===== config.mk =====
export PLATFORM = sky130hd
export DESIGN_NAME = ps2_keycode_source_flat
export DESIGN_NICKNAME = d
export VERILOG_FILES = /design/src/rtl/ps2_keycode_source_pkg.sv /design/src/rtl/ps2_keycode_source_if.sv /design/src/rtl/ps2_keycode_source_ps2_to_hid.sv /design/src/rtl/ps2_keycode_source.sv /design/src/flat_wrapper.sv
export SDC_FILE = /design/constraint.sdc
export NUM_CORES = 1
export LEC_CHECK = 0
export CORE_ASPECT_RATIO = 1.25
export CORE_MARGIN = 2
export CORE_UTILIZATION = 50
export CTS_BUF_LIST = sky130_fd_sc_hd__clkbuf_16
export DETAILED_ROUTE_END_ITERATION = 16
export GPL_TIMING_DRIVEN = 0
export PLACE_DENSITY_LB_ADDON = 0.05
export SLEW_MARGIN = 40
export SYNTH_ARGS = -nofsm -noshare
export SYNTH_HDL_FRONTEND = slang
export SYNTH_HIERARCHICAL = 1
export SYNTH_SLANG_ARGS = --single-unit

===== constraint.sdc =====
create_clock -name Clk -period 10.1 [get_ports Clk]
set_clock_uncertainty 0.15 [all_clocks]
set_input_delay 1.01 -clock Clk [delete_from_list [all_inputs] [get_ports Clk]]
set_output_delay 1.01 -clock Clk [all_outputs]
set_load 0.02 [all_outputs]

===== src/rtl/ps2_keycode_source_pkg.sv =====
// Shared constants for the PS/2 keycode source: HID usages, scan prefixes,
// the frame FSM state type and the PS/2 parity helper.
package keycode_pkg;

  localparam logic [7:0] KEY_NONE     = 8'd0;
  localparam logic [7:0] KEY_A        = 8'd4;
  localparam logic [7:0] KEY_D        = 8'd7;
  localparam logic [7:0] KEY_S        = 8'd22;
  localparam logic [7:0] KEY_W        = 8'd26;
  localparam logic [7:0] KEY_ENTER    = 8'd40;
  localparam logic [7:0] KEY_ESC      = 8'd41;
  localparam logic [7:0] KEY_SPACE    = 8'd44;
  localparam logic [7:0] KEY_RIGHT    = 8'd79;
  localparam logic [7:0] KEY_LEFT     = 8'd80;
  localparam logic [7:0] KEY_DOWN     = 8'd81;
  localparam logic [7:0] KEY_UP       = 8'd82;
  localparam logic [7:0] KEY_KP_ENTER = 8'd88;

  localparam logic [7:0] PS2_EXT = 8'hE0;
  localparam logic [7:0] PS2_BRK = 8'hF0;

  typedef enum logic [1:0] {
    ST_IDLE   = 2'd0,
    ST_DATA   = 2'd1,
    ST_PARITY = 2'd2,
    ST_STOP   = 2'd3
  } frame_state_t;

  // PS/2 frames carry odd parity over the eight data bits plus the parity bit.
  function automatic logic odd_parity_ok(input logic [7:0] data, input logic parity);
    return ^{parity, data};
  endfunction

endpackage


===== src/rtl/ps2_keycode_source_if.sv =====
// Bundles the PS/2 line inputs and the keycode outputs of the keycode source.
interface ps2_keycode_source_if;

  logic       ps2_clk;
  logic       ps2_data;
  logic [7:0] keycode;
  logic       key_event;
  logic       frame_err;

  modport master (
    input  ps2_clk,
    input  ps2_data,
    output keycode,
    output key_event,
    output frame_err
  );

  modport slave (
    output ps2_clk,
    output ps2_data,
    input  keycode,
    input  key_event,
    input  frame_err
  );

endinterface


===== src/rtl/ps2_keycode_source_ps2_to_hid.sv =====
// Combinational {ext, scan} to HID usage lookup; unmapped codes give 0.
module ps2_to_hid
  import keycode_pkg::*;
(
  input  logic [8:0] code,
  output logic [7:0] hid
);

  // Scan-code set 2 to HID usage translation table
  always_comb begin
    hid = KEY_NONE;
    case (code)
      9'h076:  hid = KEY_ESC;
      9'h05A:  hid = KEY_ENTER;
      9'h029:  hid = KEY_SPACE;
      9'h01C:  hid = KEY_A;
      9'h023:  hid = KEY_D;
      9'h01D:  hid = KEY_W;
      9'h01B:  hid = KEY_S;
      9'h16B:  hid = KEY_LEFT;
      9'h174:  hid = KEY_RIGHT;
      9'h175:  hid = KEY_UP;
      9'h172:  hid = KEY_DOWN;
      9'h15A:  hid = KEY_KP_ENTER;
      default: hid = KEY_NONE;
    endcase
  end

endmodule


===== src/rtl/ps2_keycode_source.sv =====
// PS/2 keyboard receiver: conditions the lines, deframes bytes and decodes
// make/break/extended sequences into the HID keycode of the held key.
module ps2_keycode_source
  import keycode_pkg::*;
#(
  parameter int FILTER_LEN     = 8,
  parameter int TIMEOUT_CYCLES = 100000
) (
  input  logic                 Clk,
  input  logic                 Reset,
  ps2_keycode_source_if.master bus
);

  localparam int FLT_W = $clog2(FILTER_LEN + 1);
  localparam int TO_W  = $clog2(TIMEOUT_CYCLES + 1);
  localparam logic [FLT_W-1:0] FLT_LAST = FLT_W'(FILTER_LEN - 1);
  localparam logic [TO_W-1:0]  TO_LAST  = TO_W'(TIMEOUT_CYCLES - 1);

  logic [1:0]       clk_sync_r;
  logic [1:0]       data_sync_r;
  logic             filt_r;
  logic [FLT_W-1:0] flt_cnt_r;
  logic             fall_r;
  logic             data_s;

  frame_state_t     state_r;
  logic [2:0]       bit_cnt_r;
  logic [7:0]       shift_r;
  logic             parity_r;
  logic [TO_W-1:0]  to_cnt_r;
  logic             byte_valid_r;
  logic             frame_err_r;

  logic [7:0]       keycode_r;
  logic             key_event_r;
  logic             ext_r;
  logic             brk_r;
  logic [7:0]       hid_s;

  assign data_s = data_sync_r[1];

  // Two-flop synchronizers for both asynchronous PS/2 lines
  always_ff @(posedge Clk or negedge Reset) begin
    if (!Reset) begin
      clk_sync_r  <= 2'b11;
      data_sync_r <= 2'b11;
    end else begin
      clk_sync_r  <= {clk_sync_r[0], bus.ps2_clk};
      data_sync_r <= {data_sync_r[0], bus.ps2_data};
    end
  end

  // Level filter on ps2_clk; fall_r strobes on the accepted high-to-low change
  always_ff @(posedge Clk or negedge Reset) begin
    if (!Reset) begin
      filt_r    <= 1'b1;
      flt_cnt_r <= '0;
      fall_r    <= 1'b0;
    end else if (clk_sync_r[1] != filt_r) begin
      if (flt_cnt_r == FLT_LAST) begin
        filt_r    <= clk_sync_r[1];
        flt_cnt_r <= '0;
        fall_r    <= filt_r;
      end else begin
        flt_cnt_r <= flt_cnt_r + FLT_W'(1);
        fall_r    <= 1'b0;
      end
    end else begin
      flt_cnt_r <= '0;
      fall_r    <= 1'b0;
    end
  end

  // Frame FSM: start, eight data bits LSB first, parity, stop, with timeout
  always_ff @(posedge Clk or negedge Reset) begin
    if (!Reset) begin
      state_r      <= ST_IDLE;
      bit_cnt_r    <= 3'd0;
      shift_r      <= 8'd0;
      parity_r     <= 1'b0;
      to_cnt_r     <= '0;
      byte_valid_r <= 1'b0;
      frame_err_r  <= 1'b0;
    end else begin
      byte_valid_r <= 1'b0;
      frame_err_r  <= 1'b0;
      if (fall_r) begin
        to_cnt_r <= '0;
        case (state_r)
          ST_IDLE: begin
            if (!data_s) begin
              state_r   <= ST_DATA;
              bit_cnt_r <= 3'd0;
            end else begin
              state_r <= ST_IDLE;
            end
          end
          ST_DATA: begin
            shift_r <= {data_s, shift_r[7:1]};
            if (bit_cnt_r == 3'd7) begin
              state_r <= ST_PARITY;
            end else begin
              bit_cnt_r <= bit_cnt_r + 3'd1;
            end
          end
          ST_PARITY: begin
            parity_r <= data_s;
            state_r  <= ST_STOP;
          end
          ST_STOP: begin
            if (data_s && odd_parity_ok(shift_r, parity_r)) begin
              byte_valid_r <= 1'b1;
            end else begin
              frame_err_r <= 1'b1;
            end
            state_r <= ST_IDLE;
          end
          default: state_r <= ST_IDLE;
        endcase
      end else if (state_r != ST_IDLE) begin
        if (to_cnt_r == TO_LAST) begin
          frame_err_r <= 1'b1;
          state_r     <= ST_IDLE;
          to_cnt_r    <= '0;
        end else begin
          to_cnt_r <= to_cnt_r + TO_W'(1);
        end
      end else begin
        to_cnt_r <= '0;
      end
    end
  end

  ps2_to_hid u_ps2_to_hid (
    .code ({ext_r, shift_r}),
    .hid  (hid_s)
  );

  // Sequence decoder: tracks E0/F0 prefixes and updates the held keycode
  always_ff @(posedge Clk or negedge Reset) begin
    if (!Reset) begin
      keycode_r   <= KEY_NONE;
      key_event_r <= 1'b0;
      ext_r       <= 1'b0;
      brk_r       <= 1'b0;
    end else begin
      key_event_r <= 1'b0;
      if (frame_err_r) begin
        ext_r <= 1'b0;
        brk_r <= 1'b0;
      end else if (byte_valid_r) begin
        if (shift_r == PS2_EXT) begin
          ext_r <= 1'b1;
        end else if (shift_r == PS2_BRK) begin
          brk_r <= 1'b1;
        end else begin
          ext_r <= 1'b0;
          brk_r <= 1'b0;
          // Releasing a key other than the held one leaves the bus alone
          if (hid_s != KEY_NONE) begin
            if (brk_r) begin
              if (hid_s == keycode_r) begin
                keycode_r   <= KEY_NONE;
                key_event_r <= 1'b1;
              end else begin
                keycode_r <= keycode_r;
              end
            end else if (hid_s != keycode_r) begin
              keycode_r   <= hid_s;
              key_event_r <= 1'b1;
            end else begin
              keycode_r <= keycode_r;
            end
          end else begin
            keycode_r <= keycode_r;
          end
        end
      end else begin
        keycode_r <= keycode_r;
      end
    end
  end

  assign bus.keycode   = keycode_r;
  assign bus.key_event = key_event_r;
  assign bus.frame_err = frame_err_r;

endmodule

===== src/flat_wrapper.sv =====
// flat-port wrapper written by rule: the top's interface ports become plain ports
module ps2_keycode_source_flat import keycode_pkg::*;
#(
  parameter int FILTER_LEN     = 8,
  parameter int TIMEOUT_CYCLES = 100000
)
  (Clk, Reset, bus_ps2_clk, bus_ps2_data, bus_keycode, bus_key_event, bus_frame_err);
  ps2_keycode_source_if bus_i ();
  input  logic Clk;
  input  logic Reset;
  input wire logic [$bits(bus_i.ps2_clk)-1:0] bus_ps2_clk;
  input wire logic [$bits(bus_i.ps2_data)-1:0] bus_ps2_data;
  output wire logic [$bits(bus_i.keycode)-1:0] bus_keycode;
  output wire logic [$bits(bus_i.key_event)-1:0] bus_key_event;
  output wire logic [$bits(bus_i.frame_err)-1:0] bus_frame_err;
  assign bus_i.ps2_clk = bus_ps2_clk;
  assign bus_i.ps2_data = bus_ps2_data;
  assign bus_keycode = bus_i.keycode;
  assign bus_key_event = bus_i.key_event;
  assign bus_frame_err = bus_i.frame_err;
  ps2_keycode_source #(.FILTER_LEN(FILTER_LEN), .TIMEOUT_CYCLES(TIMEOUT_CYCLES)) u_core (.Clk(Clk), .Reset(Reset), .bus(bus_i));
endmodule

# Word level (Yosys, flattened, before mapping)
# Cells that the tools add are included.
# totals
romBits,0
elab_cells,113
ram_bits,0
out_inout_bits,10
latchBits,0
inputBits,4
n_memories,0
ff_bits,54
# classes
bitwise_logic,3
mux,44
shifts,0
eq_ne,29
n_reduce_logical,18
mul,0
order_cmp,0
add_sub_neg,3
div_mod_pow,0
# ops
op,count
$pmux W7 S12,1
$mux W17,3
$eq A9 B9 Y1 const B,5
$eq A9 B5 Y1 const B,3
$mux W1,27
$mux W8,3
$eq A9 B6 Y1 const B,2
$eq A9 B7 Y1 const B,2
$add A17 B1 Y17 const B,1
$eq A17 B17 Y1 const B,1
$eq A8 B8 Y1 const B,2
$reduce_bool A2 Y1,6
$reduce_and A2 Y1,5
$reduce_xor A9 Y1,1
$eq A7 B8 Y1,1
$mux W2,4
$mux W4,2
$ne A7 B8 Y1,1
$pmux W2 S4,1
$reduce_bool A8 Y1,1
$reduce_and A7 Y1,1
$mux W3,2
$ne A2 B2 Y1 const B,3
$pmux W3 S2,1
15 further kinds,18

# Logic depth before layout (Yosys ltp)
# depth
depth_word,10
mapped_depth,13
mapped_depth_nobuf,11

# Hierarchy
# The synthesis kept the hierarchy.
# by_module_without_submodules
mod,cells_per_inst,area_per_inst_um2,seq_area_each_um2,n_inst
ps2_keycode_source,254,2736.4,1357.6,1
ps2_to_hid,52,371.6,0.0,1

# Worst setup path before layout
# Ideal clock, no wire load.
# synth_path
path_kind,register to register
from,register u_core.shift_r[4]
to,"register u_core.keycode_r[0], in the netlist u_core/bus.keycode[0]"
path_buffers,2
t_arrival_ps,3039
required_time_ps,9822
setup_ps,128
path_slack_ps,6784
stages_incl_launch_ff,14
synth_period_minus_slack_ps,3316
cell_sequence,dfrtp_1 > clkbuf_4 > and4bb_1 > nand4_1 > nand2_1 > or3b_1 > xor2_1 > nor4_1 > nand4_1 > ha_1 > nor2_1 > or4b_1 > buf_2 > mux2_1
# synth_between
elab_chain_cells,5
word_cells_on_any_way,25
cone_classes,17 x eq/ne; 3 x mux; 2 x bitwise; 3 x reduce/logical
# synth_lines
item,line_no,source
"start, declared",ps2_keycode_source.sv:28,logic [7:0] shift_r;
"start signal, assigned",ps2_keycode_source.sv:99,"shift_r <= {data_s, shift_r[7:1]};"
"$eq A9 B9 Y1, or another cell as far along",ps2_keycode_source_ps2_to_hid.sv:12,case (code)
$pmux W7 S12 (*),ps2_keycode_source_ps2_to_hid.sv:12,
via u_core.hid_s[3],ps2_keycode_source.sv:38,logic [7:0] hid_s;
$eq A7 B8 Y1 / $ne A7 B8 Y1 (equally long branches),"ps2_keycode_source.sv:162, ps2_keycode_source.sv:168",
$ne A2 B2 Y1 (no line) / $reduce_bool A2 Y1 (equally long branches),--,
$reduce_and A7 Y1 (no line) (*),--,
"end signal, assigned",ps2_keycode_source.sv:166,keycode_r <= keycode_r;
"end signal, assigned",ps2_keycode_source.sv:169,keycode_r <= hid_s;
"end signal, assigned",ps2_keycode_source.sv:172,keycode_r <= keycode_r;
"end, declared",ps2_keycode_source.sv:34,logic [7:0] keycode_r;
# Mark *: on every way through the listed nets, which the timed path passes. The rest lies on a longest branch. The select of a mux whose other input is x is not followed.
# A chain may end at the register's enable or synchronous reset.

# Worst setup path in the final report
# layout_path
from,register u_core.shift_r[4]
to,"register u_core.keycode_r[6], in the netlist u_core/bus.keycode[6]"
# Same word-level chain as after synthesis.

==> results.tsv <==
stage	metric	value	unit
yosys	syn-mean-instance-area	10.2	µm²
routing	wirelength	5690	µm
critical_path	worst_setup_path_start_kind	flop	
critical_path	crit_type	flop to flop	
yosys	synth_top_area_share	39.5	%
cts	clk_pin_slew	0.07	ns
yosys	async_flop_share	100	%
timing	finalHoldViolCount	0	
run	maxCapViolations	0	
die	num_rows	32	
place	pre_cts_ws	6.44	ns
critical_path	cp.buffers_inverters	2	
routing	drc_errors	0	
critical_path	crit_slowest_cell	dfrtp_1	
global_route	grt_pass1_wl	9860	µm
cts	cts_hold_buffers	0	
power_and_ir_drop	ir_drop	0.0708	mV
cts	postCtsSetupBuffers	0	
cts	cts.sinks	54	
cts	cts_buffers	5	
yosys	synth_top_flop_cell	dfrtp_1	
timing	whs	0.203	ns
global_route	grt_usage	18.4	%
die	start_util	51.1	%
finish	final_area	3520	µm²
timing	fin_crit	3.64	ns
finish	area_growth	13.1	%
timing	slew_violations	0	
critical_path	reg2reg_slack	6.46	ns
cts	cts_resized	0	
routing	routed-via-count	2248	
finish	fill_cells	554	
routing	first_pass_iters	4	
yosys	ys_seq_area_share	43.7	%
yosys	yosys_register_bits	54	
critical_path	crit_top_cell	nand4_1	
yosys	synth_edf_count	0	
yosys	syn_nets	325	
finish	layout_common_cells	49 x dfrtp_1, 31 x nor2_1, 27 x nand2_1, 17 x inv_1	
global_route	overflow	0	
die	die_area	6870	µm²
critical_path	cp_max_fo	10	
finish	nNetsFinal	346	
routing	vias_per_cell	5.44	
yosys	yosys.area.top_type	dfrtp_1	
power_and_ir_drop	powerDensity	122	nW/µm²
min_path	hp-class	flop to flop	
place	hpwl	4160	µm
critical_path	path_cells	clkbuf_4 > and4bb_1 > nand4_1 > nand2_1 > or3b_1 > xor2_1 > nor4_1 > nand4_1 > ha_1 > nor2_1 > or4b_1 > buf_2 > mux2_1	
global_route	grt_pass1_vias	2139	
cts	htreeDepth	2	
cts	cts_buffer_depth	2	
run_status	outcome	completed	
timing	min_period_over_period	36.1	%
finish	diodes	0	
critical_path	endpoint_kind	flop	
die	num_io_pins	14	
place	numPortBuffers	13	
critical_path	crit_arrival	3.67	ns
yosys	synth_cells	306	
routing	drtAntennaViolNets	0	
timing	setup_slack	6.46	ns
place	post_dp_cell_area	3360	µm²
place	placedCellCount	405	
timing	tns	0	ns
finish	layout_commonest_cell	dfrtp_1	
timing	rsz0062_at_grt	false	
cts	cts_tree	yes	
die	die_h	92.1	µm
die	core_area	6090	µm²
routing	wl_per_cell	13.8	µm
cts	cts-root-buf	clkbuf_16	
yosys	synth_area	3110	µm²
yosys	synth_area_leaders	dfrtp_1 39%, ha_1 6.0%, dfstp_2 4.2%, xnor2_1 4.2%, nor2_1 3.7%	
timing	setup_viol	0	
routing	drt_first_iter_violations	49	
place	place_congestion	0.874	
critical_path	cp_slowest_stage_delay	0.42	ns
yosys	synth-warning-count	6	
finish	final_core_util	57.8	%
finish	fin_cells	413	
power_and_ir_drop	leakage	1.57	nW
global_route	grt_start_max_net_pins	39	
finish	drive_above_1_share	11.9	%
yosys	ys_types	62	
power_and_ir_drop	total_power	0.430	mW
cts	clock_latency	0.29	ns
critical_path	cp_top_family	simple AND/OR/NAND/NOR gates	
die	dieWidth	74.5	µm
global_route	antenna_found_initial	0	
critical_path	crit_required	10.13	ns
timing	max_freq	274	MHz
==> routing by layer <==
| metal | global-route usage [%] | vias to the layer above | share of wire (%) |
|---|---|---|---|
| li1 | - | 1122 | - |
| met1 | 23.7 | 1080 | 45 |
| met2 | 30.8 | 36 | 51 |
| met3 | 3.08 | 10 | 2.2 |
| met4 | 6.10 | 0 | 1.8 |
| met5 | 0 | - | 0 |
==> flip-flops by register name (all words and copies together), names as in the netlist <==
signal and flops:
u_core/bus.frame_err 1, u_core/clk_sync_r 2, u_core/to_cnt_r 17, u_core/bit_cnt_r 3, u_core/filt_r 1, u_core/shift_r 8, u_core/data_sync_r 2, u_core/bus.keycode 8
u_core/bus.key_event 1, u_core/flt_cnt_r 4, u_core/ext_r 1, u_core/byte_valid_r 1, u_core/brk_r 1, u_core/parity_r 1, u_core/fall_r 1, u_core/state_r 2
==> report_power, final <==
group          internal, mW  switching (mW)
registers             0.225         0.00528
clock network        0.0950          0.0808
logic                0.0110          0.0120
total                 0.331          0.0981
==> logic make-up after synthesis <==
group,share of synthesized area [%]
XOR/XNOR,8.33
AO/OA/AOI/OAI,8.74
adder cells (fa/ha/maj),6.04
buffers and inverters,4.07
other,0.121
multiplexers,4.99
AND/OR/NAND/NOR,24.0
flip-flops,43.7
==> area by class of cell <==
class,count,area [µm²],share of cell area [%]
Buffer,9,62.6,1.78
Clock buffer,5,125,3.56
Clock inverter,3,28.8,0.819
Inverter,17,63.8,1.81
Multi-Input combinational cell,226,1620,46.2
Sequential cell,54,1360,38.6
Tap cell,85,106,3.02
Timing Repair Buffer,14,148,4.20
==> path summary, 6_finish.rpt <==
check                                              to  cells after the start            startpoint
worst min register to register   u_core/clk_sync_r[1]                      0  u_core/clk_sync_r[0]
max in group asynchronous               u_core/filt_r                      2                 Reset
worst min-delay path             u_core/clk_sync_r[1]                      0  u_core/clk_sync_r[0]
min in group asynchronous         u_core/bit_cnt_r[2]                      1                 Reset
worst max register to register  u_core/bus.keycode[6]                     13     u_core/shift_r[4]
worst max-delay path            u_core/bus.keycode[6]                     13     u_core/shift_r[4]
==> Yosys cell counts (all sizes together) (5+ instances only) <==
cell,instances
nand4,11
nor2b,11
nor4,5
inv,17
o22ai,5
dfstp,5
buf,6
dfrtp,49
ha,15
xor2,12
mux2,12
nand3,10
nand2,27
o21ai,15
xnor2,15
nor2,31
Note: power is estimated with default switching activity, not from simulation.
